File: src/rtl/fma16_wb.sv
// fma16 writeback queue: buffers {result, flags, rd} from the fma16 datapath
// ahead of the register-file write port, accumulates sticky exception flags
// at acceptance time and counts accepted operations.
module fma16_wb #(
  parameter int DEPTH = 2
) (
  input  logic        clk,
  input  logic        reset,
  input  logic        in_valid,
  output logic        in_ready,
  input  logic [15:0] in_result,
  input  logic [3:0]  in_flags,
  input  logic [4:0]  in_rd,
  output logic        out_valid,
  input  logic        out_ready,
  output logic [15:0] out_result,
  output logic [3:0]  out_flags,
  output logic [4:0]  out_rd,
  output logic [3:0]  fflags,
  input  logic        fflags_clr,
  output logic [15:0] op_count
);

  localparam int AW = (DEPTH > 1) ? $clog2(DEPTH) : 1;
  localparam logic [AW:0] full_cnt = (AW+1)'(DEPTH);

  logic [24:0]   mem [DEPTH];
  logic [AW-1:0] wr_ptr;
  logic [AW-1:0] rd_ptr;
  logic [AW:0]   count;
  logic          push;
  logic          pop;

  // in_ready looks only at occupancy, so a full queue stays closed even when
  // the consumer pops this cycle; the freed slot opens next cycle.
  assign in_ready  = (count < full_cnt) & ~reset;
  assign out_valid = (count != '0);
  assign push      = in_valid & in_ready;
  assign pop       = out_valid & out_ready;

  // Head is read straight from storage; nothing bypasses from the inputs.
  assign {out_result, out_flags, out_rd} = mem[rd_ptr];

  // Entry storage: written only on an accepted push, no reset needed since
  // out_valid hides stale contents.
  always_ff @(posedge clk) begin
    if (push) begin
      mem[wr_ptr] <= {in_result, in_flags, in_rd};
    end
  end

  // Pointers wrap naturally (DEPTH is a power of two); count tracks occupancy.
  always_ff @(posedge clk) begin
    if (reset) begin
      wr_ptr <= '0;
      rd_ptr <= '0;
      count  <= '0;
    end else begin
      if (push) wr_ptr <= wr_ptr + 1'b1;
      if (pop)  rd_ptr <= rd_ptr + 1'b1;
      case ({push, pop})
        2'b10:   count <= count + 1'b1;
        2'b01:   count <= count - 1'b1;
        default: count <= count;
      endcase
    end
  end

  // Sticky flags: clear wins over accumulation, but a push in the clear cycle
  // still records its own flags.
  always_ff @(posedge clk) begin
    if (reset) begin
      fflags <= 4'b0000;
    end else if (fflags_clr) begin
      fflags <= push ? in_flags : 4'b0000;
    end else if (push) begin
      fflags <= fflags | in_flags;
    end
  end

  // Accepted-operation counter, free-running wrap at 16 bits.
  always_ff @(posedge clk) begin
    if (reset) begin
      op_count <= 16'h0000;
    end else if (push) begin
      op_count <= op_count + 16'h0001;
    end
  end

endmodule

File: config.mk
export PLATFORM = sky130hd
export DESIGN_NAME = fma16_wb
export DESIGN_NICKNAME = d
export VERILOG_FILES = /design/src/rtl/fma16_wb.sv
export SDC_FILE = /design/constraint.sdc
export NUM_CORES = 1
export LEC_CHECK = 0
export ABC_AREA = 0
export CAP_MARGIN = 20
export CORE_MARGIN = 4
export CORE_UTILIZATION = 45
export CTS_CLUSTER_DIAMETER = 30
export DETAILED_ROUTE_END_ITERATION = 8
export PLACE_DENSITY = 0.73
export SYNTH_ARGS = -nofsm -noshare
export SYNTH_HDL_FRONTEND = slang
export SYNTH_SLANG_ARGS = --single-unit
File: constraint.sdc
create_clock -name clk -period 3.3 [get_ports clk]
set_input_delay 0.66 -clock clk [delete_from_list [all_inputs] [get_ports clk]]
set_output_delay 0.66 -clock clk [all_outputs]
set_load 0.05 [all_outputs]
# After elaboration in Yosys (flattened, before gate mapping)
# Memories as Yosys holds them, arrays and structs flattened. A register that Yosys moved wholly into a read port is not among the register bits.
# Index checks and enable logic that the tools add are counted.
word_totals:
  ff_bits: 24
  ramBits: 50
  out_inout_bits: 47
  input_bits: 30
  mem_count: 1
memory_table:
  columns: ["name", "depth", "word_bits", "read_ports", "rd_ports_with_merged_regs", "write_ports", "line", "text"]
  rows:
  - ["mem", 2, 25, 1, 1, 1, "27", "logic [24:0] mem [DEPTH];"]
classes:
  n_eq_ne: 2
  n_reduce_logical: 3
  n_lt_le_gt_ge: 1
  muxes: 8
  addsub: 5
  bitwise: 5
op_table:
  columns: ["operator", "n"]
  rows:
  - ["$add A16 B1 Y16 const B", 1]
  - ["$mux W4", 3]
  - ["$reduce_bool A2 Y1", 3]
  - ["$mux W1", 4]
  - ["$or A4 B4 Y4", 1]
  - ["$pmux W2 S2", 1]
  - ["$and A1 B1 Y1", 3]
  - ["$add A1 B1 Y1 const B", 2]
  - ["$add A2 B1 Y2 const B", 1]
  - ["$eq A2 B1 Y1 const B", 1]
  - ["$eq A2 B2 Y1 const B", 1]
  - ["$lt A2 B2 Y1 const B", 1]
  - ["$sub A2 B1 Y2 const B", 1]
  - ["$not A1 Y1", 1]

# Logic depth before layout (Yosys ltp)
# Gate-level depths: netlist (run 1).
logic_depth:
  depth_word: 5
  depth_mapped: 7

# Worst setup path before layout (run 1)
# No wires, ideal clock.
synth_timing:
  path_type: "input-to-reg"
  from: "input port reset"
  to: "memory mem[0][0] (enable)"
  t_required_ns: 2.893
  path_buffers: 1
  arrival_time_ns: 2.434
  slack_ns: 0.459
  setup_ns: 0.407
  path_stages: 4
  cell_sequence: "buf_2 -> nor3b_2 -> inv_1 -> nor2_1"
synth_between:
  elab_chain_len: 5
synth_rtl:
  columns: ["element", "line", "text"]
  rows:
  - ["from (decl)", "8", "input logic reset,"]
  - ["$not A1 Y1", "36", "assign in_ready = (count < full_cnt) & ~reset;"]
  - ["$and A1 B1 Y1", "36", null]
  - ["$and A1 B1 Y1", "38", "assign push = in_valid & in_ready;"]
  - ["$mux W1", "47", "if (push) begin"]
  - ["$mux W1 (implied by the code)", "48", "mem[wr_ptr] <= {in_result, in_flags, in_rd};"]
  - ["to (decl)", "27", null]
# No other way between the ends.

==> results of run 1 <==
==> layout by cell type, fill, tap and decap left out, types with 2 or more instances in the layout <==
master	Yosys	routed
buf_4	0	6
clkbuf_8	0	9
clkdlybuf4s50_1	0	75
a21oi_1	9	9
inv_1	2	2
mux2_2	25	25
bufinv_16	0	2
clkinv_1	0	2
nor2b_1	4	4
nand3_1	5	5
dfxtp_1	25	25
edfxtp_1	50	50
ha_1	2	2
xor2_1	9	9
and2_1	3	3
or3_1	4	4
xnor2_1	5	5
o21ai_0	5	5
nand4_1	4	4
nand2_1	5	5
nor2_1	20	19
==> state kept, by name (all words and copies together), names as in the netlist, named ones only <==
register and count:
count 2, fflags 4, mem 50, op_count 16
rd_ptr 1, wr_ptr 1
==> cell families after synthesis <==
| family | synth area share, % |
|---|---|
| DFF | 68.70 |
| AOI/OAI and AO/OA | 2.963 |
| buffers and inverters | 1.632 |
| adders and majority gates | 0.8586 |
| xor gates and xnor gates | 4.208 |
| and+or+nand+nor | 11.98 |
| muxes | 9.661 |
==> critical path: cells and delay by family, from the launching register on <==
kind                   cells  cell delay [ns]
buffers and inverters      2             1.02
multiplexers               1             0.37
flip-flops                 1             0.31
==> area by class of cell <==
cell class	instances	area share [%]
inverter	2	0.1879
sequential	75	50.09
clock buffer	10	3.193
timing repair buffer	82	20.41
clock inverter	6	2.004
multi-input combinational	115	21.70
tap	77	2.411
==> metrics by stage <==
stage | hold slack, ns | utilization, % | instances | worst slack [ns] | area [um2]
final | 0.5081 | 63.30 | 367 | 0.5908 | 3996
after detailed placement | 0.4892 | 60.01 | 351 | 0.6688 | 3789
after global routing | 0.5441 | 63.30 | 367 | 0.5179 | 3996
after CTS | 0.5044 | 63.30 | 367 | 0.5628 | 3996
after global placement | 0.4785 | 60.01 | 351 | 0.7332 | 3789
after floorplan | 0.4812 | - | 200 | 0.4590 | 2914
==> routing by layer <==
layer	global-route usage, %	up-vias	wire length (um)
li1	-	900	-
met1	19.88	852	2382
met2	22.23	56	2439
met3	4.190	10	413
met4	8.242	0	95
met5	0	-	0
==> worst max-delay path by stage <==
stage                     startpoint        endpoint  slack (ns)  cells past startpoint
after detailed placement       reset        count[1]        0.67                      7
after floorplan                reset       mem[0][0]        0.46                      4
after global routing        register  out_result[15]        0.52                      3
after CTS                   register    out_flags[3]        0.56                      3
final                       register  out_result[11]        0.59                      3
after global placement         reset        in_ready        0.73                      4
==> power groups by stage <==
stage	combinational [uW]	clock, uW	sequential [uW]
2_1_floorplan	552	0	1150
5_1_grt	881	790	1120
6_report	840	724	1110
3_3_place_gp	845	0	1130
3_5_place_dp	845	0	1130
4_1_cts	849	745	1110
==> out/results.txt, run 1 <==
RSZ-0062 raised after global routing: false
Cells after synthesis: 200
Post-DP HPWL: 3654 um
Pre-antenna DRT Iters: 4
Worst path cell trace: buf_4 -> mux2_2 -> clkdlybuf4s50_1
Count leader, synth: edfxtp_1
Vias in the first global route: 1854
R2R setup slack: 1.51 ns
Ratio of cells with drive above 1 in the final layout: 18.97%
Final Slew Violations: 0
PostCTS Resize Cnt: 0
Setup crit end kind: output port
CP Data Required Time: 2.64 ns
Largest cells by area after synthesis: edfxtp_1, dfxtp_1, mux2_2, xor2_1, nor2_1
P_leak: 0.001390 uW
Port buffer count: 76
Number of clock sinks: 75
Syn Area/Cell: 14.57 um2
Sequential share of power: 41.5%
Hold Fails Final Rpt: 0
First-pass GRT wire length: 8756 um
Comb pwr share: 31.4%
Total of max-cap violations: 0
Critical-path top delay cell: clkdlybuf4s50_1
Setup violators final: 0
Routed vias/inst: 4.954
Worst vdd ir: 371.2 uV
CP max stage delay: 0.72 ns
RePlAce Congestion: 0.7396
TritonCTS clock tree: yes
Tmin final: 2.709 ns
CTS H-tree lvls: 3
Crit path max fanout: 25
DRC: 0
Area of the multi-input gates: 867.1 um2
Clock skew: 0.006663 ns
Largest net degree at the start of global routing: 26
Internal cell power: 1823 uW
Reg area: 2002 um2
Syn-to-layout area delta: 37.14%
Main synth FF type: edfxtp_1
Antenna Cells: 0
I/O pin cnt: 77
Grt total ovfl: 0
Final worst-path cycle share: 82.10%
Post-Syn Area: 2914 um2
Number of synthesized flops with an enable pin: 50
WHS Path Cells: 2
Crit path launch type: register
Pwr dens: 669.0 nW/um2
HP Class: reg2reg
RR Startpoint: count[1]
RR Endpoint: count[1]
Crit Path Category: reg2out
Flops & latches, synth: 75
Max Freq: 369.1 MHz
Clock-pin transition on the worst setup and hold timing paths: 0.07 ns
Status: complete, no violations
Wire per inst: 14.53 um
Top cells by count, synth: edfxtp_1, dfxtp_1, mux2_2, nor2_1
Number of hold buffers added after cts: 0
Worst Path Arrival: 2.05 ns
Total CTS buffers: 9
Num rows: 29
Remaining antenna violation count: 0
Reg2Reg Depth: 5
Die Width: 88.47 um
Seq/Total Area, Yosys: 68.70%
Initial antenna violation count: 0
Worst-margin pin slew: 0.5379 ns
Root Buffer: clkbuf_8
Clock Tree Buf Depth: 2
Core footprint: 6314 um2
Largest area contributor in the netlist: edfxtp_1
Yosys warning count: 0
Starting Density: 46.16%
Initial drt markers: 81
Nets: 317
Die Y: 88.47 um
# fillers: 493
Proportion of netlist area held by the largest area contributor: 51.52%
Total Power: 2674 uW
Post-Syn Nets: 232
P_sw: 850.7 uW
Asr flop ratio synth: 0%
DRT Wirelength: 5331 um
Routed vias: 1818
Post-CTS setup buffers: 0
Total track usage: 14.97%
Sum Neg Setup Slack: 0 ns
Switching Share: 31.82%
Clock Latency Late Sink: 0.33 ns
Clock network power share: 27.1%
Min-Delay Startpoint: rd_ptr
Headroom to the max-slew limit: 64.02%
Die area: 7827 um2
Cell variety after synth: 35
(Power assumes the default switching activity.)
==> run 2, diff against run 1 <==
==> constraint.sdc (replaced) <==
create_clock -name clk -period 2.7 [get_ports clk]
set_input_delay 0.54 -clock clk [delete_from_list [all_inputs] [get_ports clk]]
set_output_delay 0.54 -clock clk [all_outputs]
set_load 0.05 [all_outputs]
==> run 2 against run 1 <==
  * Die area did not move
  * Clock power rose by 29%
  * Setup slack got worse by 0.20 ns
  * Sequential share of layout area rose by 0.19 points
  * Critical endpoint is now out_valid
  * Sequential cell count did not move
  * Clock skew rose by 0.0052 ns
  * Critical path depth fell by 1
  * Non-clock buffer count rose by 4
  * Clock-buffer cell count fell by 1
  * Worst hold slack got worse by 0.0098 ns
==> out/results.txt, run 2 (synthesis gave the netlist of run 1 again) <==
Status: complete, no violations
Worst path bufs/invs: 1 (-1)
Setup crit end kind: output port
Worst path cell trace: or2_2 -> clkdlybuf4s50_1
TritonCTS clock tree: yes
Syn-to-layout area delta: 36.63%
Setup slack after layout: 0.3947 ns (-0.1961 ns)
Starting Density: 46.16% (unchanged)
Die Width: 88.47 um (unchanged)
P_leak: 0.001437 uW (+3.4%)
First-pass GRT wire length: 9018 um (+3.0%)
Ratio of cells with drive above 1 in the final layout: 29.59% (+11 points)
Setup violators final: 0 (unchanged)
CTS H-tree lvls: 3 (unchanged)
HP Class: reg2reg
Headroom to the max-slew limit: 66.36% (+2.3 points)
Crit path max fanout: 7 (-72%)
Clock Latency Late Sink: 0.34 ns (about the same)
Largest delay share family, worst path: buffers and inverters
Antenna Cells: 0 (unchanged)
Num rows: 29 (unchanged)
DRC: 0 (unchanged)
Commonest cells after routing, fill and taps aside: clkdlybuf4s50_1, edfxtp_1, buf_4
Nets: 321 (+1.3%)
RePlAce Congestion: 0.7718 (+4.4%)
Number of clock sinks: 75 (unchanged)
PostCTS Resize Cnt: 0 (unchanged)
I/O pin cnt: 77 (unchanged)
Root Buffer: clkbuf_8
Number of stages on the worst setup path: 2 (-1)
Pwr dens: 829.1 nW/um2 (+24%)
Tmin final: 2.305 ns
Largest net degree at the start of global routing: 26 (unchanged)
Max Freq: 433.8 MHz
Routed vias: 1868 (+2.8%)
Number of hold buffers added after cts: 0 (unchanged)
Clock skew: 0.01190 ns (+0.005233 ns)
Max FFs per register: 50 (unchanged)
Vias in the first global route: 1889 (+1.9%)
Clock-pin transition on the worst setup and hold timing paths: 0.08 ns (about the same)
Setup WS pre-CTS: 0.4232 ns (-0.2456 ns)
DRT Wirelength: 5538 um (+3.9%)
Post-DP HPWL: 3862 um (+5.7%)
Cells after DPL: 355 (+1.1%)
R2R setup slack: 0.90 ns (-0.61 ns)
Largest reg by FF count: mem
Non-filler cells in the finished layout: 371 (+1.1%)
Crit path launch type: register
Clock Tree Buf Depth: 2 (unchanged)
RSZ-0062 raised after global routing: false
Grt total ovfl: 0 (unchanged)
WHS Path Cells: 2 (unchanged)
Worst-margin pin slew: 0.5030 ns (-0.03499 ns)
Final Slew Violations: 0 (unchanged)
Remaining antenna violation count: 0 (unchanged)
Critical-path top delay cell: clkdlybuf4s50_1
Pre-antenna DRT Iters: 4 (unchanged)
Worst Path Arrival: 1.77 ns (-0.28 ns)
Initial antenna violation count: 0 (unchanged)
Die Y: 88.47 um (unchanged)
Total track usage: 15.26% (+0.29 points)
Port buffer count: 76 (unchanged)
Worst vdd ir: 550.7 uV (+48%)
CP max stage delay: 0.80 ns (+0.08 ns)
CP Data Required Time: 2.16 ns (-0.48 ns)
Hold Fails Final Rpt: 0 (unchanged)
Total of max-cap violations: 0 (unchanged)
Routed vias/inst: 5.035 (+1.6%)
Reg2Reg Depth: 5 (unchanged)
Final worst-path cycle share: 85.38%
Core footprint: 6314 um2 (unchanged)
Die area: 7827 um2 (unchanged)
Top flop regs: mem x50, op_count x16, fflags x4
Wire per inst: 14.93 um (+2.8%)
Post-CTS setup buffers: 0 (unchanged)
Total CTS buffers: 9 (unchanged)
Initial drt markers: 77 (-4.9%)
Crit Path Category: reg2out
Sum Neg Setup Slack: 0 ns (unchanged)
## run 2: cell count changes in the layout (fill, tap and decap cells not counted), sizes merged
cell / before / now
clkinv: 3 / 2
clkinvlp: 1 / 2
buf: 7 / 36
clkdlybuf4s50: 75 / 50
clkbuf: 10 / 9
inv: 2 / 3
## run 2: tightest hold or removal path, delay by kind of cell (launching register included)
kind           cells  cell delay [ns]
flip-flops         1             0.33
AO/OA/AOI/OAI      2             0.13
## run 2: cell type report
cell class                 count  area [um2]
timing repair buffer          86       783.3
multi-input combinational    115       867.1
fill                         514        2332
sequential                    75        2002
tap                           77       96.34
inverter                       2       7.507
clock buffer                   9       123.9
clock inverter                 7       101.3
## run 2: final timing paths
kind	start	to
hold / removal	op_count[14]	op_count[14]
setup / recovery	count[1]	out_valid
setup reg to reg	count[1]	count[1]
hold reg to reg	op_count[14]	op_count[14]
## run 2: where the power goes
part | leakage [uW] | internal, uW | total [uW] | switching (uW)
clock network | 0.000106 | 526 | 935 | 409
logic | 0.000670 | 374 | 1020 | 642
registers | 0.000661 | 1310 | 1350 | 36.7
## run 2: layer usage
metal | GRT usage [%] | wire (um)
met1 | 19.24 | 2402
met2 | 24.68 | 2653
met3 | 5.680 | 415
met4 | 4.533 | 66
met5 | 0 | 0
## run 2: per-stage QoR
step           area (um2)  total power (uW)  hold WS (ns)  util (%)
2_1_floorplan        2917              2077        0.4812         -
3_3_place_gp         3756              2389        0.4777     59.49
3_5_place_dp         3756              2398        0.4841     59.49
4_1_cts              3981              3347        0.5007     63.06
5_1_grt              3981              3453        0.5276     63.06
6_report             3981              3301        0.4983     63.06
==> run 3, diff against run 2 <==
--- a/config.mk
+++ b/config.mk
@@ -11,6 +11,7 @@
 export CORE_UTILIZATION = 45
 export CTS_CLUSTER_DIAMETER = 30
 export DETAILED_ROUTE_END_ITERATION = 8
+export HOLD_SLACK_MARGIN = 0.05
 export PLACE_DENSITY = 0.73
 export SYNTH_ARGS = -nofsm -noshare
 export SYNTH_HDL_FRONTEND = slang
==> results of run 3 <==
Same layout as run 2: the final DEF is identical, and so are final timing and power.
